File: src/rtl/pd_math_pkg.sv
// pd_math_pkg: shared widths, error type and signed saturation for the PD datapath
package pd_math_pkg;
  localparam int ERR_W = 10;
  localparam int DDIFF_W = 7;
  localparam int PTERM_W = 10;
  localparam int DTERM_W = 12;
  typedef logic signed [ERR_W-1:0] err_t;
  function automatic logic signed [16:0] sat_signed(input logic signed [16:0] v, input int w);
    logic signed [16:0] hi, lo;
    hi = (17'sd1 <<< (w - 1)) - 17'sd1;
    lo = -(17'sd1 <<< (w - 1));
    return v > hi ? hi : v < lo ? lo : v;
  endfunction
endpackage

File: src/rtl/pd_hist_queue.sv
// pd_hist_queue: per-channel circular error history; PD_MATH_MC_HIST_CLR_EN adds fill counters and hist_clr
module pd_hist_queue
  import pd_math_pkg::*;
#(
  parameter int NUM_CH = 3,
  parameter int D_QUEUE_DEPTH = 12,
  localparam int CHW = NUM_CH > 1 ? $clog2(NUM_CH) : 1,
  localparam int PW = D_QUEUE_DEPTH > 1 ? $clog2(D_QUEUE_DEPTH) : 1,
  localparam int CW = $clog2(D_QUEUE_DEPTH + 1)
) (
  input  logic clk,
  input  logic rst,
  input  logic wr_en,
  input  logic [CHW-1:0] ch,
  input  err_t wdata,
`ifdef PD_MATH_MC_HIST_CLR_EN
  input  logic [NUM_CH-1:0] hist_clr,
`endif
  output err_t rdata
);
  err_t mem_q [NUM_CH][D_QUEUE_DEPTH];
  err_t mem_d [NUM_CH][D_QUEUE_DEPTH];
  logic [PW-1:0] ptr_q [NUM_CH];
  logic [PW-1:0] ptr_d [NUM_CH];
  always_comb begin
    mem_d = mem_q;
    ptr_d = ptr_q;
    if (wr_en) begin
      mem_d[ch][ptr_q[ch]] = wdata;
      ptr_d[ch] = ptr_q[ch] == PW'(D_QUEUE_DEPTH - 1) ? '0 : ptr_q[ch] + PW'(1);
    end
  end
  always_ff @(posedge clk) begin
    if (rst) begin
      mem_q <= '{default: '0};
      ptr_q <= '{default: '0};
    end else begin
      mem_q <= mem_d;
      ptr_q <= ptr_d;
    end
  end
`ifdef PD_MATH_MC_HIST_CLR_EN
  logic [CW-1:0] cnt_q [NUM_CH];
  logic [CW-1:0] cnt_d [NUM_CH];
  // a clear beats a same-cycle write; the entry itself is still written above
  always_comb begin
    for (int i = 0; i < NUM_CH; i++)
      cnt_d[i] = hist_clr[i] ? '0 :
                 (wr_en && ch == CHW'(i) && cnt_q[i] != CW'(D_QUEUE_DEPTH)) ? cnt_q[i] + CW'(1) : cnt_q[i];
  end
  always_ff @(posedge clk) begin
    if (rst) cnt_q <= '{default: '0};
    else cnt_q <= cnt_d;
  end
  assign rdata = cnt_q[ch] < CW'(D_QUEUE_DEPTH) ? '0 : mem_q[ch][ptr_q[ch]];
`else
  assign rdata = mem_q[ch][ptr_q[ch]];
`endif
endmodule

File: src/rtl/pd_math_mc.sv
// pd_math_mc: time-multiplexed 3-stage PD datapath over NUM_CH channels; PD_MATH_MC_HIST_CLR_EN adds hist_clr
module pd_math_mc
  import pd_math_pkg::*;
#(
  parameter int NUM_CH = 3,
  parameter int D_QUEUE_DEPTH = 12,
  parameter logic signed [4:0] DTERM_GAIN = 5'sd7,
  localparam int CHW = NUM_CH > 1 ? $clog2(NUM_CH) : 1
) (
  input  logic clk,
  input  logic rst,
  input  logic in_vld,
  output logic in_rdy,
  input  logic [CHW-1:0] in_ch,
  input  logic [15:0] desired,
  input  logic [15:0] actual,
`ifdef PD_MATH_MC_HIST_CLR_EN
  input  logic [NUM_CH-1:0] hist_clr,
`endif
  output logic out_vld,
  input  logic out_rdy,
  output logic [CHW-1:0] out_ch,
  output logic [PTERM_W-1:0] pterm,
  output logic [DTERM_W-1:0] dterm
);
  logic en, s1_vld_q, s1_vld_d, s2_vld_q, s2_vld_d, out_vld_q, out_vld_d;
  logic [CHW-1:0] s1_ch_q, s1_ch_d, s2_ch_q, s2_ch_d, out_ch_q, out_ch_d;
  err_t s1_err_q, s1_err_d, prev;
  logic signed [PTERM_W-1:0] s2_p_q, s2_p_d, pterm_q, pterm_d;
  logic signed [DDIFF_W-1:0] s2_dd_q, s2_dd_d;
  logic signed [DTERM_W-1:0] dterm_q, dterm_d;
  logic signed [10:0] diff;
  // one enable freezes every stage together while the output is held
  always_comb begin
    en = !(out_vld_q && !out_rdy);
    diff = 11'(s1_err_q) - 11'(prev);
    s1_vld_d = en ? in_vld : s1_vld_q;
    s1_ch_d = en ? in_ch : s1_ch_q;
    s1_err_d = en ? err_t'(sat_signed(17'($signed(actual)) - 17'($signed(desired)), ERR_W)) : s1_err_q;
    s2_vld_d = en ? s1_vld_q : s2_vld_q;
    s2_ch_d = en ? s1_ch_q : s2_ch_q;
    s2_p_d = en ? (s1_err_q >>> 1) + (s1_err_q >>> 3) : s2_p_q;
    s2_dd_d = en ? DDIFF_W'(sat_signed(17'(diff), DDIFF_W)) : s2_dd_q;
    out_vld_d = en ? s2_vld_q : out_vld_q;
    out_ch_d = en ? s2_ch_q : out_ch_q;
    pterm_d = en ? s2_p_q : pterm_q;
    dterm_d = en ? DTERM_W'(s2_dd_q) * DTERM_W'(DTERM_GAIN) : dterm_q;
  end
  always_ff @(posedge clk) begin
    if (rst) begin
      s1_vld_q <= 1'b0;
      s2_vld_q <= 1'b0;
      out_vld_q <= 1'b0;
      s1_ch_q <= '0;
      s2_ch_q <= '0;
      out_ch_q <= '0;
      s1_err_q <= '0;
      s2_p_q <= '0;
      s2_dd_q <= '0;
      pterm_q <= '0;
      dterm_q <= '0;
    end else begin
      s1_vld_q <= s1_vld_d;
      s2_vld_q <= s2_vld_d;
      out_vld_q <= out_vld_d;
      s1_ch_q <= s1_ch_d;
      s2_ch_q <= s2_ch_d;
      out_ch_q <= out_ch_d;
      s1_err_q <= s1_err_d;
      s2_p_q <= s2_p_d;
      s2_dd_q <= s2_dd_d;
      pterm_q <= pterm_d;
      dterm_q <= dterm_d;
    end
  end
  pd_hist_queue #(.NUM_CH(NUM_CH), .D_QUEUE_DEPTH(D_QUEUE_DEPTH)) u_hist (
    .clk(clk),
    .rst(rst),
    .wr_en(en && s1_vld_q),
    .ch(s1_ch_q),
    .wdata(s1_err_q),
`ifdef PD_MATH_MC_HIST_CLR_EN
    .hist_clr(hist_clr),
`endif
    .rdata(prev)
  );
  assign in_rdy = en;
  assign out_vld = out_vld_q;
  assign out_ch = out_ch_q;
  assign pterm = pterm_q;
  assign dterm = dterm_q;
endmodule

File: config.mk
export PLATFORM = sky130hd
export DESIGN_NAME = pd_math_mc
export DESIGN_NICKNAME = d
export VERILOG_FILES = /design/src/rtl/pd_math_pkg.sv /design/src/rtl/pd_hist_queue.sv /design/src/rtl/pd_math_mc.sv
export SDC_FILE = /design/constraint.sdc
export NUM_CORES = 1
export LEC_CHECK = 0
export BUFFER_PORTS_ARGS = -buffer_cell sky130_fd_sc_hd__buf_2
export CORE_ASPECT_RATIO = 1.2
export CORE_UTILIZATION = 35
export DETAILED_ROUTE_END_ITERATION = 12
export GPL_TIMING_DRIVEN = 0
export PLACE_DENSITY = 0.6
export SYNTH_ARGS = -nofsm -noshare
export SYNTH_HDL_FRONTEND = slang
export SYNTH_SLANG_ARGS = --single-unit
File: constraint.sdc
create_clock -name clk -period 6.5 [get_ports clk]
set_input_delay 0.325 -clock clk [delete_from_list [all_inputs] [get_ports clk]]
set_output_delay 0.325 -clock clk [all_outputs]
set_load 0.03 [all_outputs]
==> results.md, run 1 <==
- WP data required: 6.99 ns
- Diode count: 0
- Max VDD drop: between 0.00015 and 0.0002 V
- Slew at the pin with the worst max-slew slack: ~1.3 ns
- Port Buffer Count: 62
- Horiz. Die Dim: roughly 230 um
- Clock buffer count from CTS: between 40 and 50
- Max incr delay on CP: around 0.66 ns
- Layout area overhead: 12.7%
- P_sw: between 2 and 2.5 mW
- First-pass GRT wire length: 118 mm
- Largest net degree at the start of global routing: 14
- Worst Hold Launch: in_ch[1]
- Detail Route Antenna Nets: 0
- Total setup buffers inserted after CTS: 0
- Post-synth cell types: between 70 and 80
- DP Wirelength: 58.4 mm
- TritonRoute pass-1 iters: 6
- Worst R2R Setup Slack: about 0.34 ns
- Routed WL per cell: approximately 22 um
- FFs w/ async S/R, synth: 0%
- Tot Pwr: between 6 and 7 mW
- Mean Syn Cell Area: 7.80 sq um
- Die height: about 270 um
- Leading area contributor after synthesis: dfxtp_1
- Most frequent cells in the layout: 689 x nand2_1, 429 x dfxtp_1, 345 x a21oi_1
- Share of layout cells above drive strength 1: approximately 6.2%
- CTS Buffer Depth: 3
- Total Wirelength: around 80 mm
- PostCTS Resize Cnt: 0
- Clock Sinks: between 400 and 500
- Met1 Wirelength: approximately 33 mm
- Starting density of the core: a little over a third
- Io pins: 64
- Max layer used: met4
- Clock root buffer master: clkbuf_16
- Clock share of power: 35.9%
- Vias in the first global route: 18.8k
- Hold path cells: 3
- Clock Skew: about 0.044 ns
- Starting DRT DRC Count: between 1.5k and 2k
- Slew HR: between 10% and 20%
- Syn nets: approximately 2.8k
- Final Wtd Congestion: 1.04
- R2R Path Start: s1_ch_q[1]$_SDFFE_PP0N_
- Die area: between 60000 and 70000 sq um
- DR WL met2: between 30 and 40 mm
- Overflow after GRT: 0
- RSZ-0062 raised after global routing: no
- Worst Hold Path EP: s1_ch_q[1]$_SDFFE_PP0N_
- Top post-synthesis cells by area: dfxtp_1 41%, nand2_1 12%, mux2i_1 10%
- Critical path's slowest cell: clkbuf_1
- Comb pwr share: approximately a quarter
- Internal power: between 4 and 5 mW
- DR DRC count: 0
- Critical path endpoint category: flip-flop
- Critical path origin: s1_ch_q[1]$_SDFFE_PP0N_
- Final hold violation count: 0
- Worst min-delay path class: in2reg
- Seq pwr share: around two fifths
- Clock insertion delay at the later pin of the skew report: about 0.62 ns
- CTS tree: yes
- Mapped Area: between 20000 and 25000 sq um
- Most used DFF post-synth: dfxtp_1
- Crit path DAT: 6.65 ns
- Register area share after synthesis: roughly two fifths
- Post-Syn Instances: 2688
- Layout Nets: between 2k and 3k
- Initial antenna violation count: 0
- H-Tree Depth: 2
- Num rows: 97
- Post-synth EDFFs: 0
- Via count: between 15k and 20k
- Vias per cell: approximately 5.5
- Most common cell after layout, fill and taps aside: nand2_1
- Crit Path Max Fanout: 10
- Final worst path period need: 6.16 ns
- Critical path, cell by cell: clkbuf_1 > clkbuf_1 > clkbuf_1 > clkbuf_1 > nand2_1 > o221ai_1 > o21ai_0 > nor2_1 > a31oi_1 > o22ai_1 > ha_1 > inv_1 > fa_1 > a21oi_4 > o211ai_4 > o41a_4 > a211oi_1 > a311oi_1 > or2_4 > or3_1 > a221oi_1
- Fin Setup TNS: 0 ns
- Reg2Reg Capture Point: s2_dd_q[0]$_SDFFE_PP0N_
- Worst-path clk slew: approximately 0.060 ns
- Max Clk Rate: 162 MHz
- Crit start category: flip-flop
- Pwr dens: 290 nW/um^2
- Total track usage: between 20% and 30%
- R2R cell count: 21
- MaxCap Viol Count: 0
- Final slew viol count: 0
- Cell mode on critical path: clkbuf_1
- Final Cycle Share: a little over nine tenths
- Yosys reg bits: about 430
- Routed length on met3: ~5.2 mm
- Core area: between 50000 and 60000 sq um
- Static leakage: 8.65 nW
- Switching Fraction: roughly a third
- Status: finished, final reports clean
- WS Path Type: reg2reg
- Hold buffers post-CTS: 2
- Finish-stage setup viols: 0
- Synth warn: 0
- Top-area cell type share of the netlist area: roughly 40%
## per-layer routing
layer	GRT usage, %	vias to the layer above
li1	-	9417
met1	32.8	9569
met2	42.6	760
met3	3.71	207
met4	13.4	0
met5	0	-
## worst max-delay path by stage
stage,endpoint
detailed placement,s2_dd_q[0]$_SDFFE_PP0N_
global route,s2_dd_q[0]$_SDFFE_PP0N_
finish,s2_dd_q[0]$_SDFFE_PP0N_
CTS,s2_dd_q[0]$_SDFFE_PP0N_
global placement,s2_dd_q[1]$_SDFFE_PP0N_
floorplan,s2_dd_q[0]$_SDFFE_PP0N_
## per-stage QoR
| step | hold WS [ns] | instances | setup WS [ns] | utilization (%) | cell area (sq um) |
|---|---|---|---|---|---|
| finish | 0.00853 | 3619 | 0.342 | 40.2 | 23600 |
| floorplan | 0.432 | 2688 | 2.07 | - | 21000 |
| global route | 0.0223 | 3619 | 0.0193 | 40.2 | 23600 |
| detailed placement | 0.442 | 3542 | 0.480 | 37.9 | 22300 |
| global placement | 0.440 | 3542 | 0.415 | 37.9 | 22300 |
| CTS | 0.00915 | 3619 | 0.438 | 40.2 | 23600 |
## cells by family (layout without fill, tap and decap cells)
family	after synthesis	after routing	synth area share, %
fa+ha+maj	61	61	3.93
buf+inv	255	394	4.79
xor+xnor	29	29	1.21
flops	429	429	40.9
compound gates	640	640	18.9
simple gates	1061	1061	20.1
mux	213	213	10.2
## cell usage after synthesis (6+ instances only)
cell type  instances
xnor2_1           20
nand2b_1           6
ha_1              53
inv_1             51
mux2i_1          213
nor2_1           252
clkbuf_1         152
nor3_1             7
xor2_1             9
nor2b_1           11
a21oi_1          345
nand3_1           73
dfxtp_1          429
buf_2             29
a21o_1            10
o21ai_0           61
nand2_1          689
o311ai_0          11
o22ai_1           13
a211oi_1          47
a32oi_1            9
buf_1             19
fa_1               8
o211ai_1          55
o221ai_1          36
## sequential cells by signal, indices dropped and copies added, names as in the netlist
register and flops:
dterm 11, out_ch 2, out_vld 1, pterm 10
s1_ch_q 2, s1_err_q 10, s1_vld_q 1, s2_ch_q 2
s2_dd_q 7, s2_p_q 10, s2_vld_q 1, u_hist.mem_q 360
u_hist.ptr_q 12
## worst max-delay path, delay by kind of cell, from the launching register on
kind,cells,cell delay [ns]
AOI/OAI and AO/OA,10,2.15
buffers and inverters,5,2.04
and+or+nand+nor,4,0.87
adders and majority gates,2,0.69
DFF,1,0.30
## power by group through the flow
stage | sequential (mW) | clock [mW] | combinational, mW
6_report | 2.77 | 2.46 | 1.62
4_1_cts | 2.77 | 2.48 | 1.62
3_3_place_gp | 2.83 | 0 | 1.60
2_1_floorplan | 2.88 | 0 | 1.03
5_1_grt | 2.78 | 2.59 | 1.77
3_5_place_dp | 2.83 | 0 | 1.60
## final cells by class
cell class | count | area, sq um
flip-flops and latches | 429 | 8590
repair buffers | 64 | 330
clock inverters | 12 | 103
inverters | 53 | 199
fillers | 6245 | 35100
well taps | 792 | 991
clock buffers | 63 | 1240
plain buffers | 202 | 806
multi-input cells | 2004 | 11400
Note: power is estimated with default switching activity, not from simulation.
==> run 2: changes to the inputs <==
--- a/config.mk
+++ b/config.mk
@@ -11,6 +11,8 @@
 export DETAILED_ROUTE_END_ITERATION = 12
 export GPL_TIMING_DRIVEN = 0
 export PLACE_DENSITY = 0.6
+export SLEW_MARGIN = 20
 export SYNTH_ARGS = -nofsm -noshare
 export SYNTH_HDL_FRONTEND = slang
+export SYNTH_HIERARCHICAL = 1
 export SYNTH_SLANG_ARGS = --single-unit
==> run 2 against run 1 <==
Against the previous run: non-clock buffer count is 48 higher; first-iteration DRC count grew 20%; die area is 3.1% higher; worst hold slack better by 0.21 ns; worst setup slack improved by 0.058 ns; combinational power shrank 20%; sequential power about the same; synthesized area increased by 3.1%; sequential share of layout area down 1.2 points; fmax rose by 0.95%; via count up 6.9%; critical path type unchanged.
==> results.md, run 2 <==
- Status: finished, final reports clean
- Worst-path clk slew: 0.06 ns (about the same)
- Clock Sinks: 429 (unchanged)
- Crit path DAT: 6.58 ns (-0.07 ns)
- Starting DRT DRC Count: 2334 (+20%)
- Starting density of the core: 35.5% (-0.21 points)
- Routed length on met3: 7.45 mm (+42%)
- Initial antenna violation count: 2 (+2)
- Dpl ws: 0.557 ns (+0.0769 ns)
- Sequential Area: 8590 sq um (unchanged)
- Final WS setup: 0.400 ns (+0.0581 ns)
- Syn nets: 2874 (+3.1%)
- Mean Syn Cell Area: 7.79 sq um (-0.13%)
- Crit Path Max Fanout: 10 (unchanged)
- Slew HR: 23.8% (+13 points)
- MaxCap Viol Count: 0 (unchanged)
- Post-synth EDFFs: 0 (unchanged)
- Worst min-delay path class: in2reg
- Overflow after GRT: 0 (unchanged)
- Horiz. Die Dim: 229 um (+1.5%)
- Top post-synthesis cells by area: dfxtp_1 40%, a21oi_1 10%, nand2_1 10%
- Yosys reg bits: 429 (unchanged)
- Final instance area: 24500 sq um (+3.5%)
- Post-Syn Instances: 2776 (+3.3%)
- RSZ-0062 raised after global routing: no
- CTS tree: yes
- Static leakage: 8.21 nW (-5.1%)
- CTS Buffer Depth: 3 (unchanged)
- Most used DFF post-synth: dfxtp_1
- Crit path depth: 20 (-4.8%)
- Pwr dens: 275 nW/um^2 (-5.2%)
- R2R cell count: 20 (-4.8%)
- Via count: 21.3k (+6.9%)
- WS Path Type: reg2reg
- Crit start category: flip-flop
- WP data required: 6.98 ns (about the same)
- Met1 Wirelength: 33.9 mm (+2.0%)
- Leading area contributor after synthesis: dfxtp_1
- Routed WL per cell: 23.9 um (+7.5%)
- Critical path, cell by cell: mux2i_1 > nor2_1 > a21oi_2 > inv_2 > buf_2 > clkbuf_1 > a211oi_1 > a31oi_1 > o221ai_1 > ha_1 > inv_1 > fa_1 > a21o_1 > a21oi_1 > o21ai_0 > a31o_2 > xnor2_1 > a41oi_1 > or2_1 > o221a_2
- Clock root buffer master: clkbuf_16
- Vias in the first global route: 19.8k (+5.4%)
- Total setup buffers inserted after CTS: 0 (unchanged)
- Diode count: 0 (unchanged)
- Register area share after synthesis: 39.7% (-1.2 points)
- Final slew viol count: 0 (unchanged)
- Total track usage: 27.7% (+1.8 points)
- Share of layout cells above drive strength 1: 10.6% (+4.4 points)
- Slew at the pin with the worst max-slew slack: 1.14 ns (-0.197 ns)
- H-Tree Depth: 2 (unchanged)
- DR DRC count: 0 (unchanged)
- Die height: 274 um (+1.5%)
- Final Wtd Congestion: 1.06 (+1.7%)
- Most frequent cells in the layout: 575 x nand2_1, 445 x a21oi_1, 429 x dfxtp_1
- PostCTS Resize Cnt: 0 (unchanged)
- Max layer used: met5
- Finish-stage setup viols: 0 (unchanged)
- TritonRoute pass-1 iters: 6 (unchanged)
- Io pins: 64 (unchanged)
- DP Wirelength: 64.7 mm (+11%)
- Final Core Density: 40.2% (-0.083 points)
- First-pass GRT wire length: 129 mm (+9.1%)
- Largest net degree at the start of global routing: 14 (unchanged)
- Clock Skew: 0.0137 ns (-0.0305 ns)
- Layout area overhead: 13.1%
- Most common cell in the netlist: nand2_1
- Max VDD drop: 0.000172 V (+5.5%)
- Placed inst area: 23000 sq um (+3.0%)
- Largest register by flop count: u_hist/mem_q
- Final hold violation count: 0 (unchanged)
- Final Cycle Share: 93.8% (-0.89 points)
- Clock insertion delay at the later pin of the skew report: 0.59 ns (-0.03 ns)
- Final worst path period need: 6.10 ns (-0.0581 ns)
- Fin Setup TNS: 0 ns (unchanged)
- Die area: 62800 sq um (+3.1%)
- Post-synth cell types: 72 (unchanged)
- Core area: 60900 sq um (+3.7%)
- Detail Route Antenna Nets: 0 (unchanged)
- Hold path cells: 4 (+1)
- Total Wirelength: 89.0 mm (+11%)
- Critical path endpoint category: flip-flop
- Synth cell count leaders: 575 x nand2_1, 445 x a21oi_1, 429 x dfxtp_1
- Layout Nets: 2986 (+3.1%)
- FFs w/ async S/R, synth: 0% (unchanged)
- Max incr delay on CP: 0.50 ns (-0.16 ns)
- Tot Pwr: 6.73 mW (-1.8%)
- Synth warn: 6 (+6)
- Worst Path Buf+Inv: 4 (-1)
- Port Buffer Count: 62 (unchanged)
- Max FFs per register: 360 (unchanged)
- CP top delay family: compound AO/OA/AOI/OAI gates
- Mapped Area: 21600 sq um (+3.1%)
- # fillers: 6462 (+3.5%)
- Hold buffers post-CTS: 3 (+1)
- Clock buffer count from CTS: 45 (+4.7%)
- Critical path's slowest cell: a21oi_2
- Num rows: 99 (+2.1%)
- Vias per cell: 5.73 (+3.9%)
- DR WL met2: 40.8 mm (+9.1%)
- Top-area cell type share of the netlist area: 39.7% (-1.2 points)
- Most common cell after layout, fill and taps aside: nand2_1
- Area occupied by multi-input gates: 11500 sq um (+1.4%)
- Max Clk Rate: 164 MHz (+0.95%)
run 2: layout make-up:
class	count	share of cell area [%]
clock inverter	10	0.624
multi-input combinational	2031	47.2
tap	808	4.13
timing repair buffer	65	1.39
buffer	249	5.10
inverter	67	1.03
sequential	429	35.1
clock buffer	67	5.47
run 2: layer usage:
layer	GRT usage (%)	up-vias
met5	0	-
met4	19.7	2
met3	4.51	312
met2	45.7	1035
met1	32.9	10100
li1	-	9912
run 2: final timing paths:
| kind | slack, ns | to | from |
|---|---|---|---|
| setup / recovery | 0.40 | s2_dd_q[4]$_SDFFE_PP0N_ | s1_ch_q[1]$_SDFFE_PP0N_ |
| hold reg to reg | 0.45 | dterm[7]$_SDFFE_PP0N_ | dterm[7]$_SDFFE_PP0N_ |
| hold / removal | 0.22 | s1_err_q[0]$_SDFFE_PP0N_ | desired[0] |
| setup reg to reg | 0.40 | s2_dd_q[4]$_SDFFE_PP0N_ | s1_ch_q[1]$_SDFFE_PP0N_ |
run 2: worst register-to-register path: cells and delay by family (launching register included):
kind,cells,cell delay [ns]
AO/OA/AOI/OAI,10,3.18
XOR/XNOR,1,0.21
adder cells (fa/ha/maj),2,0.64
buffers and inverters,4,0.84
flip-flops,1,0.48
multiplexers,1,0.26
AND/OR/NAND/NOR,2,0.40
run 2: cells by family (layout without fill, tap and decap cells):
logic type	count (synthesis)	count (layout)	synth area share (%)
simple gates	1083	1083	22.3
compound gates	732	732	20.3
flops	429	429	39.7
buf+inv	316	458	6.93
mux	125	125	5.82
fa+ha+maj	60	60	3.75
xor+xnor	31	31	1.26
run 2: report_power, final:
group	leakage, nW	internal [mW]	switching [mW]
Clock	0.735	1.57	1.10
Sequential	3.47	2.70	0.0578
Combinational	4.01	0.409	0.890
run 2: metrics by stage:
stage	std cells	hold WS, ns
floorplan	2776	0.432
global placement	3646	0.436
detailed placement	3646	0.442
CTS	3726	0.193
global route	3726	0.257
finish	3726	0.220
==> run 3: changes to the inputs <==
--- a/config.mk
+++ b/config.mk
@@ -14,5 +14,4 @@
 export SLEW_MARGIN = 20
 export SYNTH_ARGS = -nofsm -noshare
 export SYNTH_HDL_FRONTEND = slang
-export SYNTH_HIERARCHICAL = 1
 export SYNTH_SLANG_ARGS = --single-unit
==> run 3 against run 2 <==
Against the previous run: register-to-register slack got worse by 0.099 ns; clock power decreased by 7.9%; clock-buffer cell count shrank 4; design area shrank 3.4%; sequential share of layout area grew 1.2 points; largest cell class unchanged; combinational power is 25% higher; highest routed layer is now met4; total power increased by 1.8%; global-route usage fell by 1.8 points; worst setup slack worse by 0.099 ns.
==> results.md, run 3 (synthesized netlist as in run 1, its figures left out) <==
- Most frequent cells in the layout: 689 x nand2_1, 429 x dfxtp_1, 345 x a21oi_1
- Port Buffer Count: 62 (unchanged)
- Max Clk Rate: 161 MHz (-1.6%)
- Horiz. Die Dim: 225 um (-1.5%)
- DP Wirelength: 58.4 mm (-9.7%)
- Slew HR: 17.6% (-6.2 points)
- Clock insertion delay at the later pin of the skew report: 0.62 ns (+0.03 ns)
- Io pins: 64 (unchanged)
- WP data required: 6.99 ns (about the same)
- Crit start category: flip-flop
- Met3 usage: 3.83% (-0.68 points)
- CTS Buffer Depth: 3 (unchanged)
- Core area: 58700 sq um (-3.6%)
- First-pass GRT wire length: 119 mm (-8.2%)
- Layout area overhead: 12.7%
- Final Cycle Share: 95.4% (+1.5 points)
- Status: finished, final reports clean
- GR peak layer: met2
- Largest net degree at the start of global routing: 14 (unchanged)
- Clock Sinks: 429 (unchanged)
- Largest register by flop count: u_hist.mem_q
- Clock buffer count from CTS: 43 (-4.4%)
- Initial antenna violation count: 0 (-2)
- Worst R2R Setup Slack: 0.30 ns (-0.10 ns)
- Layout Nets: 2896 (-3.0%)
- Dpl ws: 0.477 ns (-0.0795 ns)
- Pwr dens: 290 nW/um^2 (+5.4%)
- Global routing usage on met2: 42.5% (-3.3 points)
- Diode count: 0 (unchanged)
- Final worst path period need: 6.20 ns (+0.0990 ns)
- Max VDD drop: 0.000163 V (-5.0%)
- Die area: 60900 sq um (-3.0%)
- Worst-path clk slew: 0.06 ns (about the same)
- Vias per cell: 5.50 (-4.0%)
- Total track usage: 26.0% (-1.8 points)
- WHS: 0.0107 ns (-0.209 ns)
- Share of layout cells above drive strength 1: 6.33% (-4.2 points)
- Starting density of the core: 35.7% (+0.21 points)
- Clock Skew: 0.0464 ns (+0.0327 ns)
- Placed inst area: 22300 sq um (-2.9%)
- Final instance area: 23600 sq um (-3.4%)
- TritonRoute pass-1 iters: 7 (+1)
- Final WS setup: 0.301 ns (-0.0990 ns)
- WS Path Type: reg2reg
- Tot Pwr: 6.86 mW (+1.8%)
- H-Tree Depth: 2 (unchanged)
- Final Wtd Congestion: 1.04 (-1.7%)
- Die height: 270 um (-1.5%)
- Num rows: 97 (-2.0%)
- Starting DRT DRC Count: 2010 (-14%)
- Total Wirelength: 80.2 mm (-9.9%)
- Most common cell after layout, fill and taps aside: nand2_1
- Static leakage: 8.67 nW (+5.5%)
- Via count: 19.9k (-6.7%)
- Overflow after GRT: 0 (unchanged)
- Finish-stage setup viols: 0 (unchanged)
- Critical path endpoint category: flip-flop
- Slew at the pin with the worst max-slew slack: 1.24 ns (+0.0930 ns)
- MaxCap Viol Count: 0 (unchanged)
- Worst min-delay path class: in2reg
- Detail Route Antenna Nets: 0 (unchanged)
- Clock root buffer master: clkbuf_16
- CTS tree: yes
- DR DRC count: 0 (unchanged)
- Routed WL per cell: 22.2 um (-7.3%)
- Crit Path Max Fanout: 11 (+1)
- Crit path DAT: 6.69 ns (+0.11 ns)
- Fin Setup TNS: 0 ns (unchanged)
- Final hold violation count: 0 (unchanged)
- RSZ-0062 raised after global routing: no
- Vias in the first global route: 18.8k (-5.2%)
- Met1 usage: 32.7% (-0.12 points)
- Final slew viol count: 0 (unchanged)
- Max FFs per register: 360 (unchanged)
[run 3: critical path, cell delays in order (launching register included)]
cell	delay, ns
dfxtp_1	0.30
clkbuf_1	0.29
clkbuf_1	0.58
nand2_1	0.10
o22ai_1	0.70
clkbuf_1	0.50
buf_2	0.35
a31oi_1	0.20
o22ai_1	0.41
ha_1	0.26
inv_1	0.06
fa_1	0.43
a21oi_4	0.21
o211ai_4	0.13
o41a_4	0.41
a211oi_1	0.19
a311oi_1	0.08
or2_4	0.28
or3_1	0.33
a221oi_1	0.26
[run 3: report_power, final]
part / internal (mW) / switching (mW) / total, mW
Sequential: 2.71 / 0.0591 / 2.77
Combinational: 0.539 / 1.09 / 1.62
Clock: 1.33 / 1.13 / 2.46
[run 3: what timing repair did]
action,in CTS,in global routing
hold buffers,2,0
resized for setup,0,0
setup buffers,0,0
setup endpoints to repair,0,0
hold endpoints to repair,2,0
[run 3: per-stage QoR]
stage	instances	utilization, %
global route	3619	40.3
detailed placement	3542	37.9
global placement	3542	37.9
floorplan	2688	-
finish	3619	40.3
CTS	3619	40.2
[run 3: final timing paths]
path,from,end,cells past startpoint
min reg2reg,pterm[6]$_SDFFE_PP0N_,pterm[6]$_SDFFE_PP0N_,2
min,in_ch[1],s1_ch_q[1]$_SDFFE_PP0N_,3
max,s1_ch_q[1]$_SDFFE_PP0N_,s2_dd_q[0]$_SDFFE_PP0N_,19
max reg2reg,s1_ch_q[1]$_SDFFE_PP0N_,s2_dd_q[0]$_SDFFE_PP0N_,19
[run 3: final cells by class]
type	count	area (sq um)
clock inverters	12	103
multi-input cells	2004	11400
repair buffers	64	330
clock buffers	63	1240
inverters	53	199
plain buffers	202	811
well taps	792	991
flip-flops and latches	429	8590
fillers	6234	35100
[run 3: routing by layer]
layer	up-vias	share of wire [%]
met5	-	0
met2	701	47
met3	210	6.2
met1	9564	42
met4	0	5.5
li1	9428	-
